--- config.mk ---
export PLATFORM = sky130hd
export DESIGN_NAME = mem_access_ctrl
export DESIGN_NICKNAME = d
export VERILOG_FILES = /design/src/rtl/mem_access_ctrl.sv
export SDC_FILE = /design/constraint.sdc
export NUM_CORES = 1
export LEC_CHECK = 0
export BUFFER_PORTS_ARGS = -buffer_cell sky130_fd_sc_hd__buf_4
export CAP_MARGIN = 20
export CORE_MARGIN = 8
export CORE_UTILIZATION = 30
export DETAILED_ROUTE_END_ITERATION = 10
export GPL_ROUTABILITY_DRIVEN = 0
export GPL_TIMING_DRIVEN = 0
export REMOVE_ABC_BUFFERS = 1
export SYNTH_ARGS = -nofsm -noshare
export SYNTH_HDL_FRONTEND = slang
export SYNTH_SLANG_ARGS = --single-unit
--- constraint.sdc ---
create_clock -name clk -period 2.95 [get_ports clk]
set_clock_uncertainty 0.1 [all_clocks]
set_input_delay 0.1475 -clock clk [delete_from_list [all_inputs] [get_ports clk]]
set_output_delay 0.1475 -clock clk [all_outputs]
set_load 0.05 [all_outputs]
--- src/rtl/mem_access_ctrl.sv ---
// mem_access_ctrl: RV32I load/store controller for a word-wide memory with a combinational read port.
// Byte and halfword stores are handled as a read-modify-write.
module mem_access_ctrl #(
    parameter int BIT_WIDTH   = 32,
    parameter int ENTRY_COUNT = 256,
    parameter int ADDR_WIDTH  = $clog2((BIT_WIDTH/8)*ENTRY_COUNT)
) (
    input  logic                  clk,
    input  logic                  reset,
    input  logic                  req_valid,
    output logic                  req_ready,
    input  logic                  req_we,
    input  logic [2:0]            req_funct3,
    input  logic [ADDR_WIDTH-1:0] req_addr,
    input  logic [BIT_WIDTH-1:0]  req_wdata,
    output logic                  rsp_valid,
    output logic [BIT_WIDTH-1:0]  rsp_rdata,
    output logic                  rsp_err,
    output logic [ADDR_WIDTH-1:0] mem_readAddr,
    output logic [ADDR_WIDTH-1:0] mem_writeAddr,
    output logic [BIT_WIDTH-1:0]  mem_writeData,
    output logic                  mem_writeEn,
    input  logic [BIT_WIDTH-1:0]  mem_readData
);
    typedef enum logic [1:0] {IDLE, ACCESS, MERGE_WR, RESP} state_t;

    state_t                state_q, state_d;
    logic                  we_q, we_d, err_q, err_d;
    logic [2:0]            f3_q, f3_d;
    logic [ADDR_WIDTH-1:0] addr_q, addr_d;
    logic [BIT_WIDTH-1:0]  wdata_q, wdata_d, rdata_q, rdata_d, word_q, word_d;
    logic [BIT_WIDTH-1:0]  merged, ld_val;
    logic [7:0]            byte_sel;
    logic [15:0]           half_sel;
    logic                  bad;

    assign bad = (req_funct3[1:0] == 2'b01 && req_addr[0]) ||
                 (req_funct3 == 3'b010 && req_addr[1:0] != 2'b00) ||
                 (req_funct3 inside {3'b011, 3'b110, 3'b111}) ||
                 (req_we && req_funct3[2]);

    assign byte_sel = mem_readData[{addr_q[1:0], 3'b000} +: 8];
    assign half_sel = mem_readData[{addr_q[1], 4'b0000} +: 16];
    assign ld_val   = f3_q == 3'b000 ? {{24{byte_sel[7]}}, byte_sel} :
                      f3_q == 3'b100 ? {24'd0, byte_sel} :
                      f3_q == 3'b001 ? {{16{half_sel[15]}}, half_sel} :
                      f3_q == 3'b101 ? {16'd0, half_sel} : mem_readData;

    always_comb begin
        merged = word_q;
        if (f3_q == 3'b000)
            merged[{addr_q[1:0], 3'b000} +: 8] = wdata_q[7:0];
        else
            merged[{addr_q[1], 4'b0000} +: 16] = wdata_q[15:0];
    end

    always_comb begin
        state_d = state_q;
        we_d    = we_q;
        err_d   = err_q;
        f3_d    = f3_q;
        addr_d  = addr_q;
        wdata_d = wdata_q;
        rdata_d = rdata_q;
        word_d  = word_q;
        case (state_q)
            IDLE: if (req_valid) begin
                we_d    = req_we;
                f3_d    = req_funct3;
                addr_d  = req_addr;
                wdata_d = req_wdata;
                err_d   = bad;
                rdata_d = '0;
                state_d = bad ? RESP : ACCESS;
            end
            ACCESS: begin
                rdata_d = we_q ? '0 : ld_val;
                word_d  = mem_readData;
                state_d = (we_q && f3_q != 3'b010) ? MERGE_WR : RESP;
            end
            MERGE_WR: state_d = RESP;
            default:  state_d = IDLE;
        endcase
    end

    always_ff @(posedge clk or posedge reset) begin
        if (reset) begin
            state_q <= IDLE;
            we_q    <= 1'b0;
            err_q   <= 1'b0;
            f3_q    <= '0;
            addr_q  <= '0;
            wdata_q <= '0;
            rdata_q <= '0;
            word_q  <= '0;
        end else begin
            state_q <= state_d;
            we_q    <= we_d;
            err_q   <= err_d;
            f3_q    <= f3_d;
            addr_q  <= addr_d;
            wdata_q <= wdata_d;
            rdata_q <= rdata_d;
            word_q  <= word_d;
        end
    end

    assign req_ready     = state_q == IDLE;
    assign rsp_valid     = state_q == RESP;
    assign rsp_rdata     = rdata_q;
    assign rsp_err       = err_q;
    assign mem_readAddr  = addr_q >> 2;
    assign mem_writeAddr = addr_q >> 2;
    assign mem_writeEn   = (state_q == ACCESS && we_q && f3_q == 3'b010) || state_q == MERGE_WR;
    assign mem_writeData = state_q == MERGE_WR ? merged : wdata_q;
endmodule

After elaboration in Yosys (flattened, before gate mapping)
Cells that the tools add are included.
{ "word_totals": {"register_bits": 113, "in_bits": 81, "out_inout_bits": 88} }
{ "classes": {"n_addsub": 2, "eq_ne": 14, "shifts": 6, "n_mux": 15, "n_reduce_logical": 17} }
{ "ops": {"columns": ["operator", "count"], "rows": [
  ["$mux W32", 8],
  ["$bwmux W32", 2],
  ["$pmux W32 S2", 1],
  ["$shift A16 B7 Y32 const A", 1],
  ["$shift A8 B7 Y32 const A", 1],
  ["$shiftx A16 B7 Y32", 1],
  ["$shiftx A32 B6 Y16", 1],
  ["$shiftx A32 B6 Y8", 1],
  ["$shiftx A8 B7 Y32", 1],
  ["$neg A5 Y7", 2],
  ["$eq A3 B3 Y1 const B", 4],
  ["$eq A3 B2 Y1 const B", 3],
  ["$logic_and A1 B1 Y1", 6],
  ["$pmux W2 S3", 1],
  ["$eq A2 B1 Y1 const B", 2],
  ["$eq A2 B2 Y1 const B", 2],
  ["$logic_or A1 B1 Y1", 4],
  ["$mux W2", 2],
  ["$reduce_and A2 Y1", 2],
  ["$reduce_bool A2 Y1", 2],
  ["$eq A3 B1 Y1 const B", 1],
  ["$logic_not A3 Y1", 1],
  ["$ne A3 B2 Y1 const B", 1],
  ["$reduce_bool A3 Y1", 1],
  ["other kinds (3)", 3]
]} }

Longest topological paths before layout
{ "logic_depth": {"ltp_word": 8, "mapped_depth": 8, "ltp_nobuf": 6} }

Worst setup path before layout
Ideal clock, no wire load.
{ "synth_path": {"kind": "register to output", "startpoint": "register state_q[1]", "endpoint": "output mem_writeEn", "arrival_time_ns": 2.905, "slack_ns": -0.203, "stages_incl_launch_ff": 7, "path_buffers": 2, "path_cell_list": "dfrtp_1 > inv_1 > ha_1 > clkbuf_1 > clkbuf_1 > nand2_1 > o41ai_1"} }
{ "synth_via": {"elab_chain_cells": 4, "elab_cells_between_ends": 5, "cone_classes": "eq/ne: 2; reduce/logical: 3"} }
{ "synth_rtl": {"columns": ["item", "line_no", "rtl"], "rows": [
  ["start, declared", "27", "state_t state_q, state_d;"],
  ["start signal, assigned", "97", "state_q <= state_d;"],
  ["$eq A2 B1 Y1", "114", "assign mem_writeEn = (state_q == ACCESS && we_q && f3_q == 3'b010) || state_q == MERGE_WR;"],
  ["$logic_and A1 B1 Y1 (2 in series)", "114", null],
  ["$logic_or A1 B1 Y1 *", "114", null],
  ["end, declared", "22", "output logic mem_writeEn,"]
]} }
Mark *: on every way between the ends. The rest lies on a longest branch, timed or not.

Final worst setup path
{ "layout_path": {"startpoint": "register addr_q[0]", "endpoint": "output mem_writeData[22]"} }
{ "layout_via": {"elab_chain_cells": 5, "elab_cells_between_ends": 6, "cone_classes": "add/sub: 1; shift: 2; mux: 3"} }
{ "layout_rtl": {"columns": ["item", "line_no", "rtl"], "rows": [
  ["start, declared", "30", "logic [ADDR_WIDTH-1:0] addr_q, addr_d;"],
  ["start signal, assigned", "101", "addr_q <= addr_d;"],
  ["$neg A5 Y7 *", "52", "merged[{addr_q[1:0], 3'b000} +: 8] = wdata_q[7:0];"],
  ["$shiftx A8 B7 Y32 or $shift A8 B7 Y32 (tied branches)", "52", null],
  ["$bwmux W32 *", "52", null],
  ["$mux W32 *", "51", "if (f3_q == 3'b000)"],
  ["$mux W32 *", "115", "assign mem_writeData = state_q == MERGE_WR ? merged : wdata_q;"],
  ["end, declared", "21", "output logic [BIT_WIDTH-1:0] mem_writeData,"]
]} }
Marked as above.

==> flow_summary_export.csv <==
group,metric,value,unit
grt,grt_overflow_total,0,
power_and_ir_drop,p_sw_frac,0.4781,
final_layout,mostFrequentLayoutCell,"buf_4",
logic_synthesis,ys_types,51,
sta,slew_headroom,0.5824,
critical_path,critPathSlowestCell,"dfrtp_2",
job,max-cap-violations,0,
logic_synthesis,avgSynthCellArea,10.64,µm²
final_layout,fill_cells,1896,
critical_path,worst_ep_required_time,2700,ps
grt,met2_usage,0.2679,
power_and_ir_drop,powerDensity,1349,nW/µm²
logic_synthesis,synthXorXnorAreaFrac,0,
grt,grt_max_degree,85,
detailed_routing,ant_nets,0,
sta,hold_viol,0,
cts,clock_path_buffers,2,
power_and_ir_drop,clkPwrFrac,0.183,
logic_synthesis,yosysSeqAreaShare,0.4714,
logic_synthesis,synthAdderAreaFrac,0.01877,
logic_synthesis,synth_edf_count,0,
cts,cts_buffers,17,
power_and_ir_drop,power.share.combinational,0.570,
grt,gr-usage-met3,0.05566,
sta,fin_ws,144.5,ps
critical_path,worst_r2r_endpoint,"rsp_rdata[21]",
critical_path,crit_path_start_kind,"register",
power_and_ir_drop,seqPwrFrac,0.247,
cts,insertion_delay,410,ps
logic_synthesis,async_flop_share,1.000,
sta,period_minus_slack,2806,ps
cts,cts_tree,"built",
grt,grt-busiest-layer,"met2",
detailed_routing,vias_per_cell,4.970,
placement,io_buffers,164,
detailed_routing,vias,5308,
detailed_routing,route.final.wire_length,20110,µm
power_and_ir_drop,p_leak,3.996,nW
grt,antenna_found_initial,0,
cts,clk_pin_slew_worst_paths,50,ps
logic_synthesis,ys_ff_latch,113,
critical_path,rr_startpoint,"state_q[0]",
final_layout,fin_nets,880,
logic_synthesis,yosys.area_share.simple,0.1070,
critical_path,regToRegSetupSlack,380,ps
final_layout,layout_common_cells,"buf_4 (174), dfrtp_1 (110), dlygate4sd3_1 (80)",
detailed_routing,drc,0,
sta,worst_slew_pin_slew,624.7,ps
detailed_routing,drt_iter0_drc,374,
placement,place_hpwl,14100,µm
grt,track_usage,0.1629,
detailed_routing,wl_per_cell,18.82,µm
critical_path,r2r_cells,6,
logic_synthesis,synth_compound_area_frac,0.1702,
logic_synthesis,synth_top_family_by_area,"multiplexers",
logic_synthesis,synth-main-ff-cell,"dfrtp_1",
sta,finalSetupViolations,0,
grt,globalRouteMet1Util,0.2050,
logic_synthesis,yosys_warnings,0,
cts,cts.sinks,113,
logic_synthesis,synth_area,5998,µm²
cts,cts_root_buffer,"clkbuf_16",
critical_path,cp_common_cell,"buf_4",
cts,h-tree-depth,4,
final_layout,seq_area,2836,µm²
floorplan,io_pins,169,
sta,rsz0062_at_grt,"false",
floorplan,die_w,157.4,µm
critical_path,endpoint_kind,"output pin",
power_and_ir_drop,intPower,6.314,mW
final_layout,synthToLayoutAreaGrowth,49.54,%
final_layout,antenna_cells,0,
hold_path,hold_path_class,"in -> async",
floorplan,dieArea,24770,µm²
critical_path,critPathKind,"reg -> out",
floorplan,die_h,157.4,µm
floorplan,core,19530,µm²
placement,dp_slack,-835.1,ps
grt,grt_pass1_vias,5608,
run_status,status,"finished clean",
grt,grt_pass1_wl,31210,µm
sta,fmax,0.3564,GHz
floorplan,num_rows,51,
final_layout,multi_input_area,2865,µm²
power_and_ir_drop,ir_worst_vdd,0.9699,mV
final_layout,drive_gt1_frac,0.3873,
sta,hold-worst-slack,160.9,ps
logic_synthesis,synth_mux_area_frac,0.1708,
floorplan,initial_utilization,0.3072,
critical_path,worstPathCellList,"inv_1 > ha_1 > nor4b_1 > a31oi_1 > nor2_4 > buf_4 > a221o_1 > buf_4",
logic_synthesis,synthCells,564,
critical_path,cp_slowest_stage_delay,500,ps
sta,finalMaxSlewViolations,0,
detailed_routing,drtPass1Iterations,5,
sta,fin_crit_sh,0.9510,
critical_path,crit_fanout,11,
power_and_ir_drop,netSwitchingPower,5.783,mW
critical_path,cp.arrival,2560,ps
[layer usage]
| layer | part of all wire | up-vias |
|---|---|---|
| li1 | - | 2492 |
| met1 | 0.44 | 2599 |
| met2 | 0.48 | 206 |
| met3 | 0.083 | 11 |
| met4 | 0.0058 | 0 |
| met5 | 0 | - |
[critical path, delay by kind of cell, from the launching register on]
family | cells | cell delay [ps]
adder cells (fa/ha/maj) | 1 | 350
AND/OR/NAND/NOR | 2 | 230
AO/OA/AOI/OAI | 2 | 570
flip-flops | 1 | 500
buffers and inverters | 3 | 490
[per-stage QoR]
| stage | cell area [µm²] | TNS (ps) | cells | utilization | power, mW |
|---|---|---|---|---|---|
| after floorplan | 5710 | -50940 | 511 | - | 7.459 |
| after global placement | 7273 | -289020 | 940 | 0.3725 | 9.480 |
| after detailed placement | 7385 | -17030 | 944 | 0.3782 | 9.610 |
| after CTS | 8936 | 0 | 1065 | 0.4576 | 12.14 |
| after global routing | 8970 | 0 | 1068 | 0.4594 | 12.77 |
| final | 8970 | 0 | 1068 | 0.4594 | 12.10 |
[Yosys cell counts, types with 2 or more instances]
cell      count  share of area
a211oi_1      2         0.0025
a21oi_1      33          0.028
a221o_1      10          0.017
a221oi_1     11          0.016
a22o_1       16          0.023
a32oi_1       5         0.0073
and2_1        8         0.0083
buf_1         6         0.0038
buf_2        11         0.0092
buf_4        20          0.025
clkbuf_1     19          0.012
dfrtp_1     113           0.47
ha_1          9          0.019
inv_1        16          0.010
mux2_2       79           0.15
mux2i_1       9          0.015
mux4_2        2         0.0075
nand2_1      37          0.023
nand2b_1      4         0.0042
nand3_1       2         0.0017
nand3b_1      2         0.0025
nor2_1       37          0.023
nor2b_1      12          0.013
nor3_1       19          0.016
nor4b_1       2         0.0029
o211ai_1     17          0.021
o21ai_0      30          0.025
o22ai_1       4         0.0042
o31ai_1       2         0.0025
o32ai_1       6         0.0088
[timing repair]
action,4_1_cts,5_1_grt
cloned,0,0
resized for setup,11,4
hold endpoints to repair,129,0
hold buffers,80,0
pin swaps,2,0
setup buffers,9,1
endpoints found under the setup margin,48,16
[worst max-delay path by stage]
stage / startpoint / end / slack [ps] / cells after the start
after floorplan: addr_q[1] / mem_writeData[24] / -860 / 6
after global placement: reset / rsp_rdata[18] / -1850 / 2
after detailed placement: addr_q[1] / mem_writeData[16] / -840 / 7
after CTS: addr_q[1] / mem_writeData[22] / 10 / 8
after global routing: addr_q[0] / mem_writeData[22] / 20 / 8
final: addr_q[0] / mem_writeData[22] / 140 / 8
[final cells by class]
class / count / area share
repair buffers: 260 / 0.2472
clock inverters: 10 / 0.01730
flip-flops and latches: 113 / 0.3162
clock buffers: 22 / 0.05398
inverters: 18 / 0.008927
well taps: 265 / 0.03696
multi-input cells: 380 / 0.3194
[cells by family after synthesis]
kind of cell / Yosys count
adder cells (fa/ha/maj): 9
AO/OA/AOI/OAI: 145
AND/OR/NAND/NOR: 132
multiplexers: 90
buffers and inverters: 74
other: 1
flip-flops: 113
[sequential cells by signal, indices dropped and copies added, names as in the netlist]
signal and cells:
word_q 32, state_q 2, we_q 1, addr_q 10
f3_q 3, rsp_rdata 32, wdata_q 32, rsp_err 1
[power groups by stage]
stage / sequential (mW) / combinational (mW) / clock [mW]
floorplan: 3.56 / 3.90 / 0
global placement: 3.03 / 6.45 / 0
detailed placement: 3.06 / 6.55 / 0
CTS: 3.01 / 6.87 / 2.27
global route: 3.09 / 7.34 / 2.33
finish: 2.98 / 6.89 / 2.22
No activity file was read; power rests on OpenSTA's default activity.
